--- src/rtl/rr_mux_pkg.sv ---
// Shared types and helpers for the round-robin stream multiplexer.
// Holds the arbitration state encoding and the channel-index width function.
package rr_mux_pkg;

    typedef enum logic [0:0] {
        ARB  = 1'b0,
        LOCK = 1'b1
    } state_e;

    // Channel index width; never below one bit so a 1-bit out_ch always exists.
    function automatic int ch_w(input int n);
        if (n <= 2) begin
            return 1;
        end else begin
            return $clog2(n);
        end
    endfunction

endpackage

--- src/rtl/rr_stream_mux_if.sv ---
// Stream bundle for rr_stream_mux: N_CH input channels and one merged output.
// The slave modport is the multiplexer's view, master is the environment's view.
interface rr_stream_mux_if
    import rr_mux_pkg::*;
#(
    parameter int N_CH   = 4,
    parameter int DATA_W = 8,
    parameter int CH_W   = ch_w(N_CH)
);

    logic [N_CH*DATA_W-1:0] in_data;
    logic [N_CH-1:0]        in_valid;
    logic [N_CH-1:0]        in_last;
    logic [N_CH-1:0]        in_ready;

    logic [DATA_W-1:0]      out_data;
    logic                   out_valid;
    logic                   out_last;
    logic                   out_ready;
    logic [CH_W-1:0]        out_ch;

    modport slave (
        input  in_data, in_valid, in_last, out_ready,
        output in_ready, out_data, out_valid, out_last, out_ch
    );

    modport master (
        output in_data, in_valid, in_last, out_ready,
        input  in_ready, out_data, out_valid, out_last, out_ch
    );

endinterface

--- src/rtl/rr_arbiter.sv ---
// Round-robin arbiter with packet lock: searches from ptr upward with wrap,
// or forces the grant to lock_ch while a packet is in flight.
module rr_arbiter
    import rr_mux_pkg::*;
#(
    parameter int N_CH = 4,
    parameter int CH_W = ch_w(N_CH)
) (
    input  logic [N_CH-1:0] req,
    input  logic [CH_W-1:0] ptr,
    input  logic            lock_en,
    input  logic [CH_W-1:0] lock_ch,
    output logic [N_CH-1:0] grant
);

    int   idx_s;
    logic found_s;
    logic hit_s;

    // One-hot grant: locked channel wins outright, otherwise first requester from ptr.
    always_comb begin
        grant   = '0;
        idx_s   = 0;
        found_s = 1'b0;
        hit_s   = 1'b0;
        if (lock_en) begin
            for (int i = 0; i < N_CH; i++) begin
                grant[i] = (lock_ch == CH_W'(i));
            end
        end else begin
            for (int k = 0; k < N_CH; k++) begin
                idx_s        = (int'(ptr) + k) % N_CH;
                hit_s        = req[idx_s] & ~found_s;
                grant[idx_s] = hit_s;
                found_s      = found_s | hit_s;
            end
        end
    end

endmodule

--- src/rtl/rr_stream_mux_chk.sv ---
// Protocol checker for rr_stream_mux: grant shape and output back-pressure rules.
module rr_stream_mux_chk #(
    parameter int N_CH   = 4,
    parameter int DATA_W = 8,
    parameter int CH_W   = 2
) (
    input logic              clk,
    input logic              rst_n,
    input logic [N_CH-1:0]   grant,
    input logic [N_CH-1:0]   in_ready,
    input logic [DATA_W-1:0] out_data,
    input logic              out_valid,
    input logic              out_last,
    input logic              out_ready,
    input logic [CH_W-1:0]   out_ch
);

    a_grant_onehot0: assert property (@(posedge clk) disable iff (!rst_n)
        $onehot0(grant));

    a_stall_no_ready: assert property (@(posedge clk) disable iff (!rst_n)
        (out_valid && !out_ready) |-> (in_ready == '0));

    a_stall_hold: assert property (@(posedge clk) disable iff (!rst_n)
        (out_valid && !out_ready) |=>
        (out_valid && $stable(out_data) && $stable(out_ch) && $stable(out_last)));

endmodule

--- src/rtl/rr_stream_mux.sv ---
// N_CH-to-1 stream multiplexer with round-robin arbitration, optional packet
// locking, and a single registered output stage (one-cycle latency).
module rr_stream_mux
    import rr_mux_pkg::*;
#(
    parameter int N_CH     = 4,
    parameter int DATA_W   = 8,
    parameter int LOCK_PKT = 1
) (
    input  logic              clk,
    input  logic              rst_n,
    rr_stream_mux_if.slave    bus
);

    localparam int CH_W = ch_w(N_CH);
    localparam logic [CH_W-1:0] LAST_CH = CH_W'(N_CH - 1);
    localparam logic [CH_W-1:0] CH_ONE  = CH_W'(1);

    state_e              state_q, state_d;
    logic [CH_W-1:0]     ptr_q, ptr_d;
    logic [CH_W-1:0]     lock_ch_q, lock_ch_d;
    logic [DATA_W-1:0]   out_data_q, out_data_d;
    logic                out_valid_q, out_valid_d;
    logic                out_last_q, out_last_d;
    logic [CH_W-1:0]     out_ch_q, out_ch_d;

    logic [N_CH-1:0]     grant_s;
    logic                lock_en_s;
    logic                load_s;
    logic                accept_s;
    logic [CH_W-1:0]     g_idx_s;
    logic [DATA_W-1:0]   sel_data_s;
    logic                sel_last_s;

    function automatic logic [CH_W-1:0] inc_mod(input logic [CH_W-1:0] ch);
        return (ch == LAST_CH) ? '0 : ch + CH_ONE;
    endfunction

    // Reset gates load so no channel sees ready while the block is held in reset.
    assign load_s       = rst_n & (~out_valid_q | bus.out_ready);
    assign lock_en_s    = (state_q == LOCK);
    assign bus.in_ready = grant_s & {N_CH{load_s}};
    assign accept_s     = load_s & (|(grant_s & bus.in_valid));

    rr_arbiter #(
        .N_CH    (N_CH),
        .CH_W    (CH_W)
    ) u_arb (
        .req     (bus.in_valid),
        .ptr     (ptr_q),
        .lock_en (lock_en_s),
        .lock_ch (lock_ch_q),
        .grant   (grant_s)
    );

    // Encode the one-hot grant into the channel index used for selection.
    always_comb begin
        g_idx_s = '0;
        for (int i = 0; i < N_CH; i++) begin
            g_idx_s = g_idx_s | (grant_s[i] ? CH_W'(i) : '0);
        end
    end

    assign sel_data_s = bus.in_data[int'(g_idx_s)*DATA_W +: DATA_W];
    assign sel_last_s = bus.in_last[g_idx_s];

    // Next-state logic for the output register, pointer and packet-lock FSM.
    always_comb begin
        state_d     = state_q;
        ptr_d       = ptr_q;
        lock_ch_d   = lock_ch_q;
        out_data_d  = out_data_q;
        out_valid_d = out_valid_q;
        out_last_d  = out_last_q;
        out_ch_d    = out_ch_q;

        if (load_s) begin
            out_valid_d = accept_s;
        end else begin
            out_valid_d = out_valid_q;
        end

        if (accept_s) begin
            out_data_d = sel_data_s;
            out_last_d = sel_last_s;
            out_ch_d   = g_idx_s;
            if (LOCK_PKT == 32'sd0) begin
                state_d = ARB;
                ptr_d   = inc_mod(g_idx_s);
            end else begin
                case (state_q)
                    ARB: begin
                        if (sel_last_s) begin
                            ptr_d = inc_mod(g_idx_s);
                        end else begin
                            state_d   = LOCK;
                            lock_ch_d = g_idx_s;
                        end
                    end
                    LOCK: begin
                        if (sel_last_s) begin
                            state_d = ARB;
                            ptr_d   = inc_mod(lock_ch_q);
                        end else begin
                            state_d = LOCK;
                        end
                    end
                    default: begin
                        state_d = ARB;
                    end
                endcase
            end
        end else begin
            state_d = state_q;
        end
    end

    // State and output registers; reset drops any held lock and restarts at channel 0.
    always_ff @(posedge clk or negedge rst_n) begin
        if (!rst_n) begin
            state_q     <= ARB;
            ptr_q       <= '0;
            lock_ch_q   <= '0;
            out_data_q  <= '0;
            out_valid_q <= 1'b0;
            out_last_q  <= 1'b0;
            out_ch_q    <= '0;
        end else begin
            state_q     <= state_d;
            ptr_q       <= ptr_d;
            lock_ch_q   <= lock_ch_d;
            out_data_q  <= out_data_d;
            out_valid_q <= out_valid_d;
            out_last_q  <= out_last_d;
            out_ch_q    <= out_ch_d;
        end
    end

    assign bus.out_data  = out_data_q;
    assign bus.out_valid = out_valid_q;
    assign bus.out_last  = out_last_q;
    assign bus.out_ch    = out_ch_q;

    rr_stream_mux_chk #(
        .N_CH      (N_CH),
        .DATA_W    (DATA_W),
        .CH_W      (CH_W)
    ) u_chk (
        .clk       (clk),
        .rst_n     (rst_n),
        .grant     (grant_s),
        .in_ready  (bus.in_ready),
        .out_data  (bus.out_data),
        .out_valid (bus.out_valid),
        .out_last  (bus.out_last),
        .out_ready (bus.out_ready),
        .out_ch    (bus.out_ch)
    );

endmodule

--- src/flat_wrapper.sv ---
// flat-port wrapper written by rule: the top's interface ports become plain ports
module rr_stream_mux_flat import rr_mux_pkg::*;
#(
    parameter int N_CH     = 4,
    parameter int DATA_W   = 8,
    parameter int LOCK_PKT = 1
)
  (clk, rst_n, bus_in_data, bus_in_valid, bus_in_last, bus_out_ready, bus_in_ready, bus_out_data, bus_out_valid, bus_out_last, bus_out_ch);
  rr_stream_mux_if #(.N_CH(N_CH), .DATA_W(DATA_W)) bus_i ();
  input  logic clk;
  input  logic rst_n;
  input wire logic [$bits(bus_i.in_data)-1:0] bus_in_data;
  input wire logic [$bits(bus_i.in_valid)-1:0] bus_in_valid;
  input wire logic [$bits(bus_i.in_last)-1:0] bus_in_last;
  input wire logic [$bits(bus_i.out_ready)-1:0] bus_out_ready;
  output wire logic [$bits(bus_i.in_ready)-1:0] bus_in_ready;
  output wire logic [$bits(bus_i.out_data)-1:0] bus_out_data;
  output wire logic [$bits(bus_i.out_valid)-1:0] bus_out_valid;
  output wire logic [$bits(bus_i.out_last)-1:0] bus_out_last;
  output wire logic [$bits(bus_i.out_ch)-1:0] bus_out_ch;
  assign bus_i.in_data = bus_in_data;
  assign bus_i.in_valid = bus_in_valid;
  assign bus_i.in_last = bus_in_last;
  assign bus_i.out_ready = bus_out_ready;
  assign bus_in_ready = bus_i.in_ready;
  assign bus_out_data = bus_i.out_data;
  assign bus_out_valid = bus_i.out_valid;
  assign bus_out_last = bus_i.out_last;
  assign bus_out_ch = bus_i.out_ch;
  rr_stream_mux #(.N_CH(N_CH), .DATA_W(DATA_W), .LOCK_PKT(LOCK_PKT)) u_core (.clk(clk), .rst_n(rst_n), .bus(bus_i));
endmodule
--- config.mk ---
export PLATFORM = sky130hd
export DESIGN_NAME = rr_stream_mux_flat
export DESIGN_NICKNAME = d
export VERILOG_FILES = /design/src/rtl/rr_mux_pkg.sv /design/src/rtl/rr_stream_mux_if.sv /design/src/rtl/rr_arbiter.sv /design/src/rtl/rr_stream_mux_chk.sv /design/src/rtl/rr_stream_mux.sv /design/src/flat_wrapper.sv
export SDC_FILE = /design/constraint.sdc
export NUM_CORES = 1
export LEC_CHECK = 0
export CORE_MARGIN = 2
export CORE_UTILIZATION = 35
export CTS_BUF_LIST = sky130_fd_sc_hd__clkbuf_16
export CTS_CLUSTER_DIAMETER = 120
export DETAILED_ROUTE_END_ITERATION = 10
export GPL_ROUTABILITY_DRIVEN = 0
export MAX_ROUTING_LAYER = met4
export PLACE_DENSITY = 0.64
export SYNTH_ARGS = -nofsm -noshare
export SYNTH_HDL_FRONTEND = slang
export SYNTH_SLANG_ARGS = --single-unit
--- constraint.sdc ---
create_clock -name clk -period 4.45 [get_ports clk]
set_input_delay 0.89 -clock clk [delete_from_list [all_inputs] [get_ports clk]]
set_output_delay 0.89 -clock clk [all_outputs]
set_load 0.05 [all_outputs]
==> qor.yml, run 1 <==
power:
  power.leakage_nw: 1.00
  p_per_area_nw_per_um2: 854
  ir_drop_uv: 431
  total_power_w: 0.00197
synth:
  synth-main-ff-cell: "dfrtp_1"
  postSynthNetCount: 210
  async_flop_share_pct: 100
  yosysTopAreaCellShare_pct: 27.7
  synth_cell_types: 39
  ys_ff_latch: 17
  yosysWarnings: 0
  synth.area.top_cells: "dfrtp_1 (28%), mux2i_1 (12%), ha_1 (9.0%)"
  synth_top_area_cell: "dfrtp_1"
  synth_seq_area_share_pct: 27.7
  synth_area_um2: 1540
  synth_common_cells: "mux2i_1 (18), dfrtp_1 (17), nand2_1 (16)"
  synth.most_common_cell: "mux2i_1"
  synth_edf_count: 0
  netlist_instances: 156
  syn_avg_cell_area_um2: 9.85
sta:
  rsz0062_at_grt: "false"
  finalHoldViolations: 0
  timing.final.crit_share_pct: 96.6
  final.setup.tns_ns: 0
  worst_slack_ns: 0.153
  setup_viol: 0
  fin_crit_ns: 4.30
  fin_skew_ns: 0.00430
  slew_violations: 0
  tightest_slew_ns: 0.538
  fmax_mhz: 233
  max_slew_margin_pct: 64.0
setup_path:
  cp_num_buf_inv: 2
  max_stage_delay_ns: 0.59
  crit_chain: "clkdlybuf4s50_1 > mux4_2 > or3b_1 > a211oi_1 > a21oi_2 > nor2_1 > buf_12"
  cp_max_fo: 8
  required_ns: 3.56
  startpoint_type: "input port"
  crit_family: "buffers and inverters"
  cpMaxStageDelayCell: "mux4_2"
  path_class: "in -> out"
  cp.arrival_ns: 3.41
  worst_setup_path_end_kind: "primary output"
global_route:
  grt_use_total_pct: 18.4
  grt_pass1_wl_mm: 7.03
  first_global_vias: 1507
  grt_overflow: 0
  antenna_found_initial: 0
  grt_max_degree: 18
clock_tree:
  cts_resized: 0
  clkLatencyLatePin_ns: 0.25
  cts_tree: "yes"
  cts-root-buf: "clkbuf_16"
  numCtsBuffers: 3
  cts.sinks: 17
  hold_buffers: 0
  htreeDepth: 1
  clkSlewWorstSetupHoldPaths_ns: 0.05
  cts_buffer_depth: 2
  post_cts_buffers: 0
routing:
  drtIter0Drc: 75
  route.detailed.drc: 0
  vias_per_cell: 5.44
  dr.pass1.iters: 4
  drt-wirelength-per-cell_um: 16.1
  drtAntennaViolNets: 0
  vias: 1468
  wl_mm: 4.34
layout:
  final_nets: 273
  antennaDiodeCount: 0
  drive_above_1_share_pct: 16.1
  final_area_um2: 2310
  area_growth_pct: 50.4
die:
  pin_count: 59
  num_rows: 24
  die_height_um: 70.3
  die-width_um: 70.3
  start_util_pct: 35.8
  dieArea_um2: 4940
  core_area_um2: 4290
placement:
  placed_area_um2: 2230
  portBuffers: 58
  hpwl_mm: 3.53
  place_ws_ns: 0.177
run_status:
  outcome: "complete, no violations"
worst_hold_path:
  hold_class: "reg -> reg"
run:
  maxCapViolations: 0
## metal layers
metal,GRT usage [%],routed length [µm],vias to the layer above
li1,-,-,697
met1,21.4,1740,717
met2,32.6,2340,45
met3,2.60,169,9
met4,5.98,91,0
met5,-,0,-
## where the power goes
part           switching [W]  total, W  internal (W)
registers          0.0000817  0.000315      0.000233
clock network      0.0000647  0.000185      0.000120
logic               0.000828   0.00147      0.000645
total               0.000975   0.00197      0.000998
## state kept, by name (all words and copies together) (netlist names)
register	cells
u_core.ptr_q	2
u_core.lock_ch_q	2
u_core.lock_en_s	1
u_core.bus.out_valid	1
u_core.bus.out_data	8
u_core.bus.out_ch	2
u_core.bus.out_last	1
## final cells by class
cell class,count,area [µm²]
clock buffers,3,75.1
fillers,383,1980
repair buffers,64,666
well taps,52,65.1
flip-flops and latches,17,425
clock inverters,1,5.00
inverters,10,37.5
multi-input cells,123,1040
## worst paths after layout
kind                            cells after the start                            start  slack (ns)                            endpoint
worst min-delay path                                1  u_core.bus.out_last$_DFFE_PN0P_        0.47     u_core.bus.out_last$_DFFE_PN0P_
max in group asynchronous                           2                            rst_n        3.16  u_core.bus.out_data[7]$_DFFE_PN0P_
worst max-delay path                                7                  bus_in_valid[3]        0.15                     bus_in_ready[3]
min in group asynchronous                           2                            rst_n        1.09        u_core.lock_en_s$_DFFE_PN0P_
worst min register to register                      1  u_core.bus.out_last$_DFFE_PN0P_        0.47     u_core.bus.out_last$_DFFE_PN0P_
worst max register to register                     11      u_core.ptr_q[0]$_DFFE_PN0P_        0.75     u_core.lock_ch_q[0]$_DFFE_PN0P_
## stage by stage
stage | hold WS, ns | util (%) | instances
floorplan | 0.523 | - | 156
global placement | 0.463 | 52.0 | 266
detailed placement | 0.475 | 52.0 | 266
CTS | 0.481 | 53.8 | 270
global route | 0.516 | 53.8 | 270
finish | 0.475 | 53.8 | 270
## cell usage in the layout (no fill, tap or decap), types with 6 or more instances in the layout
cell and n:
ha_1 11, mux2_2 10, clkdlybuf4s50_1 54, buf_4 6
mux2i_1 18, dfrtp_1 17, nor2_1 10, o21ai_0 11
nand2_1 16, inv_1 10
## cell families after synthesis
kind of cell,after synthesis,synth area share (%)
compound gates,40,20.0
fa+ha+maj,11,8.96
buf+inv,16,4.81
flops,17,27.7
mux,33,25.9
simple gates,39,12.6
No activity file was read; power rests on OpenSTA's default activity.
==> run 2, diff against run 1 <==
Settings changed: RECOVER_POWER set to 100.
==> run 2 against run 1 <==
Effect of this change: die area is the same; combinational power shrank 4%; setup slack lost 0.0075 ns; global-route usage is the same.
==> qor.yml, run 2 (synthesis results as in run 1) <==
layout:
  antennaDiodeCount: 0  # unchanged
  finalNonFillerCells: 270  # unchanged
  multi_input_area_um2: 1030  # -0.36%
  final-seq-area_um2: 425  # unchanged
  nFillCells: 394  # +2.9%
  area_growth_pct: 47.3
  final_nets: 273  # unchanged
  final_common_cell: "clkdlybuf4s50_1"
  drive_above_1_share_pct: 14.2  # -1.8 points
  largest_reg_flops: 8  # unchanged
  layout_common_cells: "clkdlybuf4s50_1 (41), mux2i_1 (18), dfrtp_1 (17), nand2_1 (16)"
routing:
  drtIter0Drc: 82  # +9.3%
  vias_per_cell: 5.44  # unchanged
  drt-wirelength-per-cell_um: 16.1  # about the same
  vias: 1468  # unchanged
  dr.pass1.iters: 4  # unchanged
  route.detailed.drc: 0  # unchanged
  wl_mm: 4.34  # about the same
  drtAntennaViolNets: 0  # unchanged
setup_path:
  path_class: "in -> out"
  worst_setup_path_end_kind: "primary output"
  cp_max_fo: 8  # unchanged
  required_ns: 3.56  # about the same
  startpoint_type: "input port"
  cp.arrival_ns: 3.41  # about the same
clock_tree:
  htreeDepth: 1  # unchanged
  clkSlewWorstSetupHoldPaths_ns: 0.05  # about the same
  clkLatencyLatePin_ns: 0.25  # about the same
  cts_resized: 0  # unchanged
  post_cts_buffers: 0  # unchanged
  cts.sinks: 17  # unchanged
  cts_tree: "yes"
  cts-root-buf: "clkbuf_16"
  cts_buffer_depth: 2  # unchanged
  hold_buffers: 0  # unchanged
  numCtsBuffers: 3  # unchanged
die:
  pin_count: 59  # unchanged
  die-width_um: 70.3  # unchanged
  core_area_um2: 4290  # unchanged
  num_rows: 24  # unchanged
  die_height_um: 70.3  # unchanged
  dieArea_um2: 4940  # unchanged
  start_util_pct: 35.8  # unchanged
sta:
  final.setup.tns_ns: 0  # unchanged
  fin_crit_ns: 4.30  # +0.00748 ns
  max_slew_margin_pct: 34.7  # -29 points
  fmax_mhz: 232  # -0.17%
  timing.final.crit_share_pct: 96.7  # +0.17 points
  slew_violations: 0  # unchanged
  rsz0062_at_grt: "false"
  fin_skew_ns: 0.00317  # -0.00113 ns
  setup_viol: 0  # unchanged
  tightest_slew_ns: 0.979  # +0.441 ns
  finalHoldViolations: 0  # unchanged
  worst_slack_ns: 0.145  # -0.00748 ns
placement:
  dp.cells: 266  # unchanged
  place_ws_ns: 0.177  # unchanged
  portBuffers: 58  # unchanged
  hpwl_mm: 3.53  # unchanged
power:
  p_per_area_nw_per_um2: 842  # -1.4%
  power.leakage_nw: 1.00  # -0.36%
  total_power_w: 0.00191  # -3.4%
  ir_drop_uv: 414  # -3.8%
global_route:
  grt_overflow: 0  # unchanged
  grt_pass1_wl_mm: 7.03  # unchanged
  antenna_found_initial: 0  # unchanged
  grt_use_total_pct: 18.4  # unchanged
  grt_max_degree: 18  # unchanged
  first_global_vias: 1507  # unchanged
run_status:
  outcome: "complete, no violations"
worst_hold_path:
  hold_class: "reg -> reg"
run:
  maxCapViolations: 0  # unchanged
run 2: where the power goes:
group	leakage (nW)	internal (W)	total, W	switching (W)
clock	0.0409	0.000120	0.000184	0.0000636
sequential	0.208	0.000233	0.000312	0.0000790
combinational	0.751	0.000587	0.00141	0.000822
run 2: critical path, cell delays in order:
cell and delay (ns):
clkdlybuf4s50_1 0.49, mux4_2 0.59, or3b_1 0.46, a21oi_1 0.33, a31oi_4 0.22, nor2_1 0.14, clkbuf_2 0.29
run 2: path summary, 6_finish.rpt:
check                      slack [ns]  cells past startpoint                            start                                 end
hold / removal                   0.47                      1  u_core.bus.out_last$_DFFE_PN0P_     u_core.bus.out_last$_DFFE_PN0P_
setup reg to reg                 0.44                     10      u_core.ptr_q[0]$_DFFE_PN0P_    u_core.bus.out_ch[1]$_DFFE_PN0P_
max in group asynchronous        2.43                      2                            rst_n  u_core.bus.out_data[7]$_DFFE_PN0P_
setup / recovery                 0.15                      7                  bus_in_valid[3]                     bus_in_ready[1]
hold reg to reg                  0.47                      1  u_core.bus.out_last$_DFFE_PN0P_     u_core.bus.out_last$_DFFE_PN0P_
min in group asynchronous        1.43                      2                            rst_n        u_core.lock_en_s$_DFFE_PN0P_
run 2: metrics by stage:
step | hold slack (ns) | utilization, % | area [µm²]
6_report | 0.470 | 52.7 | 2260
5_1_grt | 0.510 | 52.7 | 2260
4_1_cts | 0.481 | 53.8 | 2310
3_5_place_dp | 0.475 | 52.0 | 2230
3_3_place_gp | 0.463 | 52.0 | 2230
2_1_floorplan | 0.523 | - | 1540
run 2: layout make-up:
| cell class | instances | area share, % |
|---|---|---|
| well taps | 52 | 2.87 |
| flip-flops and latches | 17 | 18.8 |
| repair buffers | 64 | 27.5 |
| clock inverters | 1 | 0.221 |
| clock buffers | 3 | 3.32 |
| multi-input cells | 123 | 45.7 |
| inverters | 10 | 1.66 |
run 2: metal layers:
| layer | track usage, % | share of wire, % |
|---|---|---|
| met1 | 21.4 | 41 |
| met2 | 32.6 | 54 |
| met3 | 2.60 | 3.0 |
| met4 | 5.98 | 1.9 |
| met5 | - | 0 |
==> run 3, diff against run 2 <==
Settings changed: PLACE_DENSITY 0.64 to 0.67.
Clock period 4.45 ns to 3.5 ns, I/O delays scaled along.
==> run 3 against run 2 <==
Effect of this change: register-to-register slack got worse by 0.22 ns; setup slack got worse by 0.066 ns; combinational power rose by 52%; non-clock buffer count rose by 19; count of clock-buffer cells in the layout did not move; critical path type unchanged; largest cell class unchanged; highest routed layer unchanged.
==> qor.yml, run 3 (synthesis results as in run 1) <==
run_status:
  outcome: "complete, no violations"
global_route:
  first_global_vias: 1449  # -3.8%
  grt_use_total_pct: 19.5  # +1.1 points
  grt_use_met2_pct: 30.6  # -2.0 points
  grt.busiest_layer: "met2"
  grt_max_degree: 18  # unchanged
  grtUsageMet1_pct: 27.0  # +5.6 points
  met3_usage_pct: 2.89  # +0.29 points
  grt_overflow: 0  # unchanged
  antenna_found_initial: 0  # unchanged
  grt_pass1_wl_mm: 7.49  # +6.5%
layout:
  finalNonFillerCells: 289  # +7.0%
  final_common_cell: "clkdlybuf4s50_1"
  nFillCells: 380  # -3.6%
  layout_common_cells: "clkdlybuf4s50_1 (37), buf_4 (24), mux2i_1 (18), dfrtp_1 (17), nand2_1 (16)"
  area_growth_pct: 63.2
  drive_above_1_share_pct: 26.6  # +12 points
  final_nets: 292  # +7.0%
  antennaDiodeCount: 0  # unchanged
  largest_reg_flops: 8  # unchanged
placement:
  dp.cells: 280  # +5.3%
  place_ws_ns: -0.273  # -0.449 ns
  portBuffers: 58  # unchanged
  hpwl_mm: 3.44  # -2.7%
sta:
  max_slew_margin_pct: 39.5  # +4.8 points
  fin_skew_ns: 0.00142  # -0.00175 ns
  finalHoldViolations: 0  # unchanged
  fin_crit_ns: 3.42
  timing.final.crit_share_pct: 97.7
  tightest_slew_ns: 0.908  # -0.0717 ns
  worst_slack_ns: 0.0796  # -0.0659 ns
  fmax_mhz: 292
  slew_violations: 0  # unchanged
  setup_viol: 0  # unchanged
run:
  maxCapViolations: 0  # unchanged
die:
  start_util_pct: 35.8  # unchanged
  core_area_um2: 4290  # unchanged
  die-width_um: 70.3  # unchanged
  dieArea_um2: 4940  # unchanged
  die_height_um: 70.3  # unchanged
  num_rows: 24  # unchanged
  pin_count: 59  # unchanged
clock_tree:
  clkLatencyLatePin_ns: 0.25  # about the same
  cts_buffer_depth: 2  # unchanged
  cts_tree: "yes"
  hold_buffers: 0  # unchanged
  numCtsBuffers: 3  # unchanged
  cts.sinks: 17  # unchanged
  htreeDepth: 1  # unchanged
  clkSlewWorstSetupHoldPaths_ns: 0.05  # about the same
  cts-root-buf: "clkbuf_16"
routing:
  drt-wirelength-per-cell_um: 14.9  # -7.5%
  vias_per_cell: 5.08  # -6.5%
  drtAntennaViolNets: 0  # unchanged
  vias: 1469  # +0.068%
  drtIter0Drc: 132  # +61%
  route.detailed.drc: 0  # unchanged
  dr.pass1.iters: 4  # unchanged
  wl_mm: 4.29  # -1.0%
setup_path:
  startpoint_type: "input port"
  crit_chain: "clkdlybuf4s15_1 > mux4_2 > or4b_4 > o31ai_4 > a21oi_4 > nor2_2 > buf_12"
  max_stage_delay_ns: 0.62  # +0.03 ns
  required_ns: 2.80  # -0.76 ns
  crit_family: "simple AND/OR/NAND/NOR gates"
  cp_max_fo: 5  # -3
  worst_setup_path_end_kind: "primary output"
  cp_num_buf_inv: 2  # unchanged
  rrSetupSlack_ns: 0.22  # -0.22 ns
  path_class: "in -> out"
  cpMaxStageDelayCell: "or4b_4"
  cp.arrival_ns: 2.72  # -0.69 ns
power:
  power.leakage_nw: 1.11  # +11%
  p_per_area_nw_per_um2: 1100  # +31%
  ir_drop_uv: 782  # +89%
worst_hold_path:
  hold_class: "reg -> reg"
-- run 3: worst register-to-register path, cell delays in order, from the launching register on --
cell	delay, ns
dfrtp_1	0.38
inv_1	0.14
ha_1	0.29
mux4_2	0.34
or4b_4	0.62
o31ai_4	0.24
a31oi_4	0.08
buf_4	0.18
o21a_1	0.16
o32a_1	0.20
a211oi_2	0.22
mux2_4	0.32
-- run 3: per-stage QoR --
stage | cell area [µm²] | util, % | power (W) | TNS, ns | hold slack (ns)
finish | 2510 | 58.4 | 0.00276 | 0 | 0.474
global route | 2510 | 58.4 | 0.00296 | -0.00933 | 0.503
CTS | 2480 | 57.7 | 0.00274 | 0 | 0.484
detailed placement | 2340 | 54.6 | 0.00240 | -3.12 | 0.470
global placement | 2340 | 54.6 | 0.00239 | -2.53 | 0.462
floorplan | 1540 | - | 0.00175 | 0 | 0.404
-- run 3: cell type report --
type	instances	area [µm²]	share of cell area (%)
multi-input cells	123	1100	44.0
inverters	10	37.5	1.50
well taps	52	65.1	2.59
clock buffers	3	75.1	2.99
flip-flops and latches	17	425	17.0
clock inverters	1	7.51	0.299
repair buffers	83	795	31.7
-- run 3: per-layer routing --
metal  vias to the layer above  wire length (µm)
li1                        737                 -
met1                       694              1980
met2                        34              2090
met3                         4               185
met4                         0                40
met5                         -                 0
-- run 3: final timing paths --
check	from	endpoint	cells after the start
min	u_core.bus.out_data[6]$_DFFE_PN0P_	u_core.bus.out_data[6]$_DFFE_PN0P_	2
min reg2reg	u_core.bus.out_data[6]$_DFFE_PN0P_	u_core.bus.out_data[6]$_DFFE_PN0P_	2
min in group asynchronous	rst_n	u_core.bus.out_data[6]$_DFFE_PN0P_	2
max reg2reg	u_core.ptr_q[0]$_DFFE_PN0P_	u_core.lock_ch_q[0]$_DFFE_PN0P_	11
max	bus_in_valid[3]	bus_in_ready[3]	7
max in group asynchronous	rst_n	u_core.lock_ch_q[0]$_DFFE_PN0P_	2
-- run 3: report_power, final --
part / internal, W / total, W / switching [W]
Sequential: 0.000296 / 0.000378 / 0.0000811
Combinational: 0.000980 / 0.00214 / 0.00116
Clock: 0.000154 / 0.000240 / 0.0000859
-- run 3: timing repair --
action / in CTS / in global routing
gates resized for setup: 13 / 9
setup endpoints to repair: 5 / 8
setup buffers: 2 / 3
pin swaps: 9 / 6
